===== config.mk =====
export PLATFORM = sky130hd
export DESIGN_NAME = uart_bus_sequencer
export DESIGN_NICKNAME = d
export VERILOG_FILES = /design/src/rtl/uart_bus_sequencer.sv
export SDC_FILE = /design/constraint.sdc
export NUM_CORES = 1
export LEC_CHECK = 0
export CORE_UTILIZATION = 60
export CTS_CLUSTER_DIAMETER = 100
export DETAILED_ROUTE_END_ITERATION = 10
export DONT_BUFFER_PORTS = 1
export GPL_TIMING_DRIVEN = 0
export PLACE_DENSITY = 0.82
export SKIP_CTS_REPAIR_TIMING = 1
export SLEW_MARGIN = 10
export SYNTH_ARGS = -nofsm -noshare
export SYNTH_HDL_FRONTEND = slang
export SYNTH_SLANG_ARGS = --single-unit

===== constraint.sdc =====
create_clock -name clk_bus -period 3.2 [get_ports clk_bus]
set_clock_uncertainty 0.15 [all_clocks]
set_input_delay 0.16 -clock clk_bus [delete_from_list [all_inputs] [get_ports clk_bus]]
set_output_delay 0.16 -clock clk_bus [all_outputs]
set_load 0.01 [all_outputs]

===== src/rtl/uart_bus_sequencer.sv =====
// uart_bus_sequencer: autonomous bus master for the uart_top register port.
// Moves bytes between a host-side TX FIFO / RX FIFO and the UART's SEND/RECV
// registers. It polls STATUS (bit0 = tx ready, bit1 = rx available), so the
// CPU never has to spin on the UART itself.
//
//  state | meaning
//  ------+----------------------------------------------------------------
//  IDLE  | nothing to do this cycle; bus quiet
//  POLL  | read STATUS (0xC); rdata picks RECV, SEND or IDLE
//  RECV  | read RECV (0x4); low byte goes into the RX FIFO
//  RXACK | write 32'h2 to STATUS to clear the rx-available flag
//  SEND  | write TX head to SEND (0x8); TX FIFO pops
//  WAIT  | bus quiet for POST_SEND_WAIT cycles so STATUS catches up
module uart_bus_sequencer #(
    parameter int TX_DEPTH       = 8,
    parameter int RX_DEPTH       = 8,
    parameter int POST_SEND_WAIT = 8,
    parameter int RX_ACK_WRITE   = 1
) (
    input  logic                        clk_bus,
    input  logic                        rst_n,
    input  logic                        tx_valid,
    input  logic [7:0]                  tx_data,
    output logic                        tx_ready,
    output logic                        rx_valid,
    output logic [7:0]                  rx_data,
    input  logic                        rx_ready,
    output logic [$clog2(TX_DEPTH):0]   tx_level,
    output logic [$clog2(RX_DEPTH):0]   rx_level,
    output logic                        busy,
    output logic [3:0]                  uart_addr,
    output logic [31:0]                 uart_wdata,
    output logic                        uart_rd,
    output logic                        uart_wr,
    input  logic [31:0]                 uart_rdata
);

    localparam int TXA = $clog2(TX_DEPTH);
    localparam int RXA = $clog2(RX_DEPTH);
    localparam logic [TXA:0] TX_FULL = TX_DEPTH[TXA:0];
    localparam logic [RXA:0] RX_FULL = RX_DEPTH[RXA:0];
    // The counter is loaded with POST_SEND_WAIT-1 so WAIT lasts exactly POST_SEND_WAIT cycles.
    localparam int WW = (POST_SEND_WAIT > 2) ? $clog2(POST_SEND_WAIT) : 1;
    localparam logic [WW-1:0] WAIT_LOAD = WW'((POST_SEND_WAIT > 0) ? POST_SEND_WAIT - 1 : 0);

    localparam logic [3:0] ADDR_RECV   = 4'h4;
    localparam logic [3:0] ADDR_SEND   = 4'h8;
    localparam logic [3:0] ADDR_STATUS = 4'hC;

    typedef enum logic [2:0] {
        S_IDLE,
        S_POLL,
        S_RECV,
        S_RXACK,
        S_SEND,
        S_WAIT
    } state_t;

    state_t r_state;
    state_t w_next;

    logic [7:0]    r_tx_mem [TX_DEPTH];
    logic [TXA-1:0] r_tx_rd;
    logic [TXA-1:0] r_tx_wr;
    logic [TXA:0]  r_tx_cnt;

    logic [7:0]    r_rx_mem [RX_DEPTH];
    logic [RXA-1:0] r_rx_rd;
    logic [RXA-1:0] r_rx_wr;
    logic [RXA:0]  r_rx_cnt;

    logic [WW-1:0] r_wait_cnt;

    logic        w_tx_full;
    logic        w_tx_nonempty;
    logic        w_tx_push;
    logic        w_tx_pop;
    logic        w_rx_full;
    logic        w_rx_push;
    logic        w_rx_pop;
    logic        w_bus_rd;
    logic        w_bus_wr;
    logic [3:0]  w_bus_addr;
    logic [31:0] w_bus_wdata;
    logic        w_unused_rdata;

    assign w_unused_rdata = ^uart_rdata[31:8];

    assign w_tx_full     = (r_tx_cnt == TX_FULL);
    assign w_tx_nonempty = (r_tx_cnt != '0);
    assign w_tx_push     = tx_valid && !w_tx_full;
    assign w_tx_pop      = (r_state == S_SEND) && w_tx_nonempty;

    assign w_rx_full = (r_rx_cnt == RX_FULL);
    assign w_rx_push = (r_state == S_RECV) && !w_rx_full;
    assign w_rx_pop  = rx_valid && rx_ready;

    assign tx_ready = !w_tx_full;
    assign tx_level = r_tx_cnt;
    assign rx_valid = (r_rx_cnt != '0);
    assign rx_level = r_rx_cnt;
    // Gate the head so rx_data reads zero while empty, including after reset.
    assign rx_data  = rx_valid ? r_rx_mem[r_rx_rd] : 8'h00;
    assign busy     = (r_state != S_IDLE);

    // TX FIFO storage: written on every accepted host push.
    always_ff @(posedge clk_bus) begin
        if (w_tx_push) begin
            r_tx_mem[r_tx_wr] <= tx_data;
        end
    end

    // TX FIFO pointers and occupancy.
    always_ff @(posedge clk_bus) begin
        if (!rst_n) begin
            r_tx_rd  <= '0;
            r_tx_wr  <= '0;
            r_tx_cnt <= '0;
        end else begin
            if (w_tx_push) r_tx_wr <= r_tx_wr + 1'b1;
            if (w_tx_pop)  r_tx_rd <= r_tx_rd + 1'b1;
            case ({w_tx_push, w_tx_pop})
                2'b10:   r_tx_cnt <= r_tx_cnt + 1'b1;
                2'b01:   r_tx_cnt <= r_tx_cnt - 1'b1;
                default: r_tx_cnt <= r_tx_cnt;
            endcase
        end
    end

    // RX FIFO storage: captures the RECV byte at the edge ending the read.
    always_ff @(posedge clk_bus) begin
        if (w_rx_push) begin
            r_rx_mem[r_rx_wr] <= uart_rdata[7:0];
        end
    end

    // RX FIFO pointers and occupancy.
    always_ff @(posedge clk_bus) begin
        if (!rst_n) begin
            r_rx_rd  <= '0;
            r_rx_wr  <= '0;
            r_rx_cnt <= '0;
        end else begin
            if (w_rx_push) r_rx_wr <= r_rx_wr + 1'b1;
            if (w_rx_pop)  r_rx_rd <= r_rx_rd + 1'b1;
            case ({w_rx_push, w_rx_pop})
                2'b10:   r_rx_cnt <= r_rx_cnt + 1'b1;
                2'b01:   r_rx_cnt <= r_rx_cnt - 1'b1;
                default: r_rx_cnt <= r_rx_cnt;
            endcase
        end
    end

    // Post-send hold-off down-counter.
    always_ff @(posedge clk_bus) begin
        if (!rst_n) begin
            r_wait_cnt <= '0;
        end else if (r_state == S_SEND) begin
            r_wait_cnt <= WAIT_LOAD;
        end else if ((r_state == S_WAIT) && (r_wait_cnt != '0)) begin
            r_wait_cnt <= r_wait_cnt - 1'b1;
        end
    end

    // State register.
    always_ff @(posedge clk_bus) begin
        if (!rst_n) begin
            r_state <= S_IDLE;
        end else begin
            r_state <= w_next;
        end
    end

    // Next-state selection; RX service wins over TX in POLL.
    always_comb begin
        w_next = r_state;
        case (r_state)
            S_IDLE: begin
                // Counting an incoming push lets the first byte reach POLL one cycle sooner.
                if (w_tx_nonempty || w_tx_push || !w_rx_full) w_next = S_POLL;
            end
            S_POLL: begin
                if (uart_rdata[1] && !w_rx_full)         w_next = S_RECV;
                else if (uart_rdata[0] && w_tx_nonempty) w_next = S_SEND;
                else                                     w_next = S_IDLE;
            end
            S_RECV:  w_next = (RX_ACK_WRITE != 0) ? S_RXACK : S_POLL;
            S_RXACK: w_next = S_POLL;
            S_SEND:  w_next = (POST_SEND_WAIT == 0) ? S_POLL : S_WAIT;
            S_WAIT: begin
                if (r_wait_cnt == '0) w_next = S_POLL;
            end
            default: w_next = S_IDLE;
        endcase
    end

    // Bus request for the state being entered, so the registered outputs match r_state.
    always_comb begin
        w_bus_rd    = 1'b0;
        w_bus_wr    = 1'b0;
        w_bus_addr  = ADDR_STATUS;
        w_bus_wdata = 32'h0;
        case (w_next)
            S_POLL: w_bus_rd = 1'b1;
            S_RECV: begin
                w_bus_rd   = 1'b1;
                w_bus_addr = ADDR_RECV;
            end
            S_RXACK: begin
                w_bus_wr    = 1'b1;
                w_bus_wdata = 32'h2;
            end
            S_SEND: begin
                // TX head is stable here: only SEND pops, and pushes land behind the head.
                w_bus_wr    = 1'b1;
                w_bus_addr  = ADDR_SEND;
                w_bus_wdata = {24'h0, r_tx_mem[r_tx_rd]};
            end
            default: begin
                w_bus_rd = 1'b0;
            end
        endcase
    end

    // Registered uart_top bus port.
    always_ff @(posedge clk_bus) begin
        if (!rst_n) begin
            uart_rd    <= 1'b0;
            uart_wr    <= 1'b0;
            uart_addr  <= ADDR_STATUS;
            uart_wdata <= 32'h0;
        end else begin
            uart_rd    <= w_bus_rd;
            uart_wr    <= w_bus_wr;
            uart_addr  <= w_bus_addr;
            uart_wdata <= w_bus_wdata;
        end
    end

endmodule


==> results.toml <==
[clocking]
cts_tree = "done"
cts.htree.levels = 4
insertion_delay_ns = 0.43
cts.reportedPaths.clkPinSlew_ns = 0.06
clockBufferDepth = 2
cts_sinks = 172
cts.root.buffer_cell = "clkbuf_16"
numCtsBuffers = 17

[grt]
grt.overflow.total = 0
gr-usage-all-layers_pct = 22.46
number_of_global_route_vias_before_repair = 3910
grt_antenna_before_repair = 0
grt_start_max_net_pins = 17
grt_pass1_wl_um = 20180

[synth]
syn_inst = 439
synth.distinct_cells = 48
synth_warnings = 0
netlist_area_mm2 = 0.007056
seq_area_frac_synth_pct = 66.96
syn_avg_cell_area_um2 = 16.07
postSynth.asyncResetShare_pct = 0
synth_edf_count = 128
yosys_most_used_dff = "edfxtp_1"
total_of_flip_flops_plus_latches_after_synthesis = 172

[floorplanning]
core_region_area_mm2 = 0.01142
design.die.area_mm2 = 0.01220
die_height_um = 110.4
placement_rows = 39
ioPinCount = 101
initial_core_util_pct = 61.79
die_w_um = 110.4

[setup_path]
critPathCaptureType = "flop"
worst-setup-path-type = "reg2reg"
cp.arrival_ns = 3.26
timing.critical_path.max_delay_family = "simple AND/OR/NAND/NOR gates"
data_required_time_at_the_worst_endpoint_ns = 3.40
crit_chain = "or4b_2 -> clkbuf_1 -> nand2_2 -> ha_1 -> ha_1 -> a21o_1 -> a21oi_1 -> mux2i_1 -> mux2i_1"
worst_path_max_delay_cell = "or4b_2"
worst-path-max-fanout = 7
critical_path_buf_inv_count = 1
startpoint_type = "flop"
max_stage_delay_ns = 0.69

[timing]
finalHoldViolations = 0
setup_viol = 0
max_freq_mhz = 327.0
max-slew-margin-rel_pct = 35.53
timing_max_transition_violations_final = 0
tightestPinTransition_ns = 0.9617
layout_worst_path_cycle_share_pct = 95.56
period_minus_slack_ns = 3.058
finalHoldWorstSlack_ns = 0.04553
rsz0062_at_grt = "no"

[routing]
drt-vias-per-instance = 5.655
drt_iter0_drc = 253
wl_um = 13010
drt.antenna.violating_nets = 0
via_count = 3738
drcViolationCount = 0
routedWlPerCell_um = 19.68
first_pass_iters = 5

[place]
place_congestion = 0.8021
post-dp-hpwl_um = 8290
port_buffers = 0
placement.cell_area_mm2 = 0.007376
cell_count_post_placement = 609

[finish]
finish.instance_area_mm2 = 0.008177
final_net_count = 563
antenna_cells_inserted = 0
postLayoutCoreUtil_pct = 71.61
layout-drive-gt1-share_pct = 23.75
layoutNonFillerInstCount = 661
area_growth_syn_to_layout_pct = 15.89

[pwr]
share_seq_of_total_power_pct = 49.3
clock_power_share_pct = 38.1
powerDensity_mw_per_mm2 = 626.3
static-leakage-power_nw = 2.879
p_sw_w = 0.001284
sw_frac_of_total_pct = 25.07
ir_drop_mv = 0.4841
post_route_total_power_w = 0.005121
power_report.internal_total_w = 0.003837
share_comb_of_total_power_pct = 12.6

[status]
status = "finished, final reports clean"

[min_path]
worst_hold_path_type = "in2reg"

[run]
max_cap_violations = 0
-- cells in the final DEF (no fill, tap or decap), drive strengths merged, types with 12 or more instances in the layout --
cell type and instances:
and2 20, buf 37, clkbuf 27, conb 26, dfxtp 44, dlygate4sd3 19
edfxtp 128, ha 12, inv 18, mux2i 22, mux4 32, nand2 16
nor2 21, nor3 16
-- cell families after synthesis --
group / Yosys count / synth area share [%]
other: 1 / 0.05315
adders and majority gates: 14 / 2.695
DFF: 172 / 66.96
buffers and inverters: 57 / 4.699
and+or+nand+nor: 104 / 7.980
AOI/OAI and AO/OA: 25 / 2.784
xor gates and xnor gates: 12 / 1.490
muxes: 54 / 13.34
-- flip-flops by register name, summed over array words and instances, names as in the netlist, named ones only --
| signal | count |
|---|---|
| r_rx_rd | 3 |
| rx_level | 4 |
| r_tx_rd | 3 |
| r_rx_wr | 3 |
| r_wait_cnt | 3 |
| uart_wdata | 8 |
| r_tx_mem | 64 |
| r_tx_wr | 3 |
| uart_rd | 1 |
| r_rx_mem | 64 |
| uart_addr | 2 |
| tx_level | 4 |
| uart_wr | 1 |
| r_state | 3 |
-- synthesized netlist by cell type, types with 3 or more instances --
cell type | number | area (µm²)
mux4_2 | 32 | 720.7
nor4_1 | 3 | 18.77
nand3_1 | 8 | 40.04
nand2_1 | 15 | 56.30
clkbuf_1 | 10 | 37.54
nor2_1 | 21 | 78.83
dfxtp_1 | 44 | 880.8
inv_1 | 12 | 45.04
nand2b_1 | 7 | 43.79
edfxtp_1 | 128 | 3844
mux2i_1 | 22 | 220.2
buf_4 | 26 | 195.2
xor2_1 | 5 | 43.79
and2_1 | 20 | 125.1
o21ai_0 | 7 | 35.03
buf_2 | 4 | 20.02
nor3_1 | 15 | 75.07
ha_1 | 12 | 150.1
xnor2_1 | 7 | 61.31
a21oi_1 | 3 | 15.01
-- per-layer routing --
metal	up-vias	track usage (%)	share of wire [%]
met5	-	0	0
met2	103	38.51	53
met1	1880	25.87	38
li1	1735	-	-
met3	20	6.861	6.2
met4	0	10.31	1.8
-- power groups by stage --
stage          combinational (W)  clock [W]  sequential, W
2_1_floorplan           0.000483          0        0.00255
3_3_place_gp            0.000567          0        0.00256
3_5_place_dp            0.000597          0        0.00257
5_1_grt                 0.000717    0.00205        0.00253
4_1_cts                 0.000602    0.00197        0.00252
6_report                0.000648    0.00195        0.00252
-- worst paths after layout --
kind,startpoint,to,slack [ns],cells after the start
worst max-delay path,tx_level[0]$_SDFFE_PN0P_,tx_level[3]$_SDFFE_PN0P_,0.14,9
worst min-delay path,uart_rdata[0],uart_addr[3]$_SDFF_PN1_,0.05,4
worst max register to register,tx_level[0]$_SDFFE_PN0P_,tx_level[3]$_SDFFE_PN0P_,0.14,9
worst min register to register,r_wait_cnt[1]$_SDFFE_PN0P_,r_wait_cnt[1]$_SDFFE_PN0P_,0.35,1
-- worst reg2reg max path: cells and delay by family, from the launching register on --
| family | cells | cell delay (ns) |
|---|---|---|
| compound gates | 2 | 0.36 |
| fa+ha+maj | 2 | 0.50 |
| buf+inv | 1 | 0.21 |
| flops | 1 | 0.40 |
| mux | 2 | 0.45 |
| simple gates | 2 | 0.92 |
-- metrics by stage --
stage | worst slack (ns) | TNS (ns)
6_report | 0.1420 | 0
5_1_grt | 0.009828 | 0
4_1_cts | -0.2339 | -0.2563
3_5_place_dp | -0.2030 | -0.2030
3_3_place_gp | -0.1668 | -2.140
2_1_floorplan | 0.3498 | 0
-- cell type report --
type,instances,area [µm²]
repair buffers,22,212.7
flip-flops and latches,172,4726
fillers,724,3242
plain buffers,44,282.8
well taps,143,178.9
multi-input cells,235,2162
inverters,13,48.80
clock buffers,17,425.4
clock inverters,15,140.1
(Power assumes the default switching activity.)
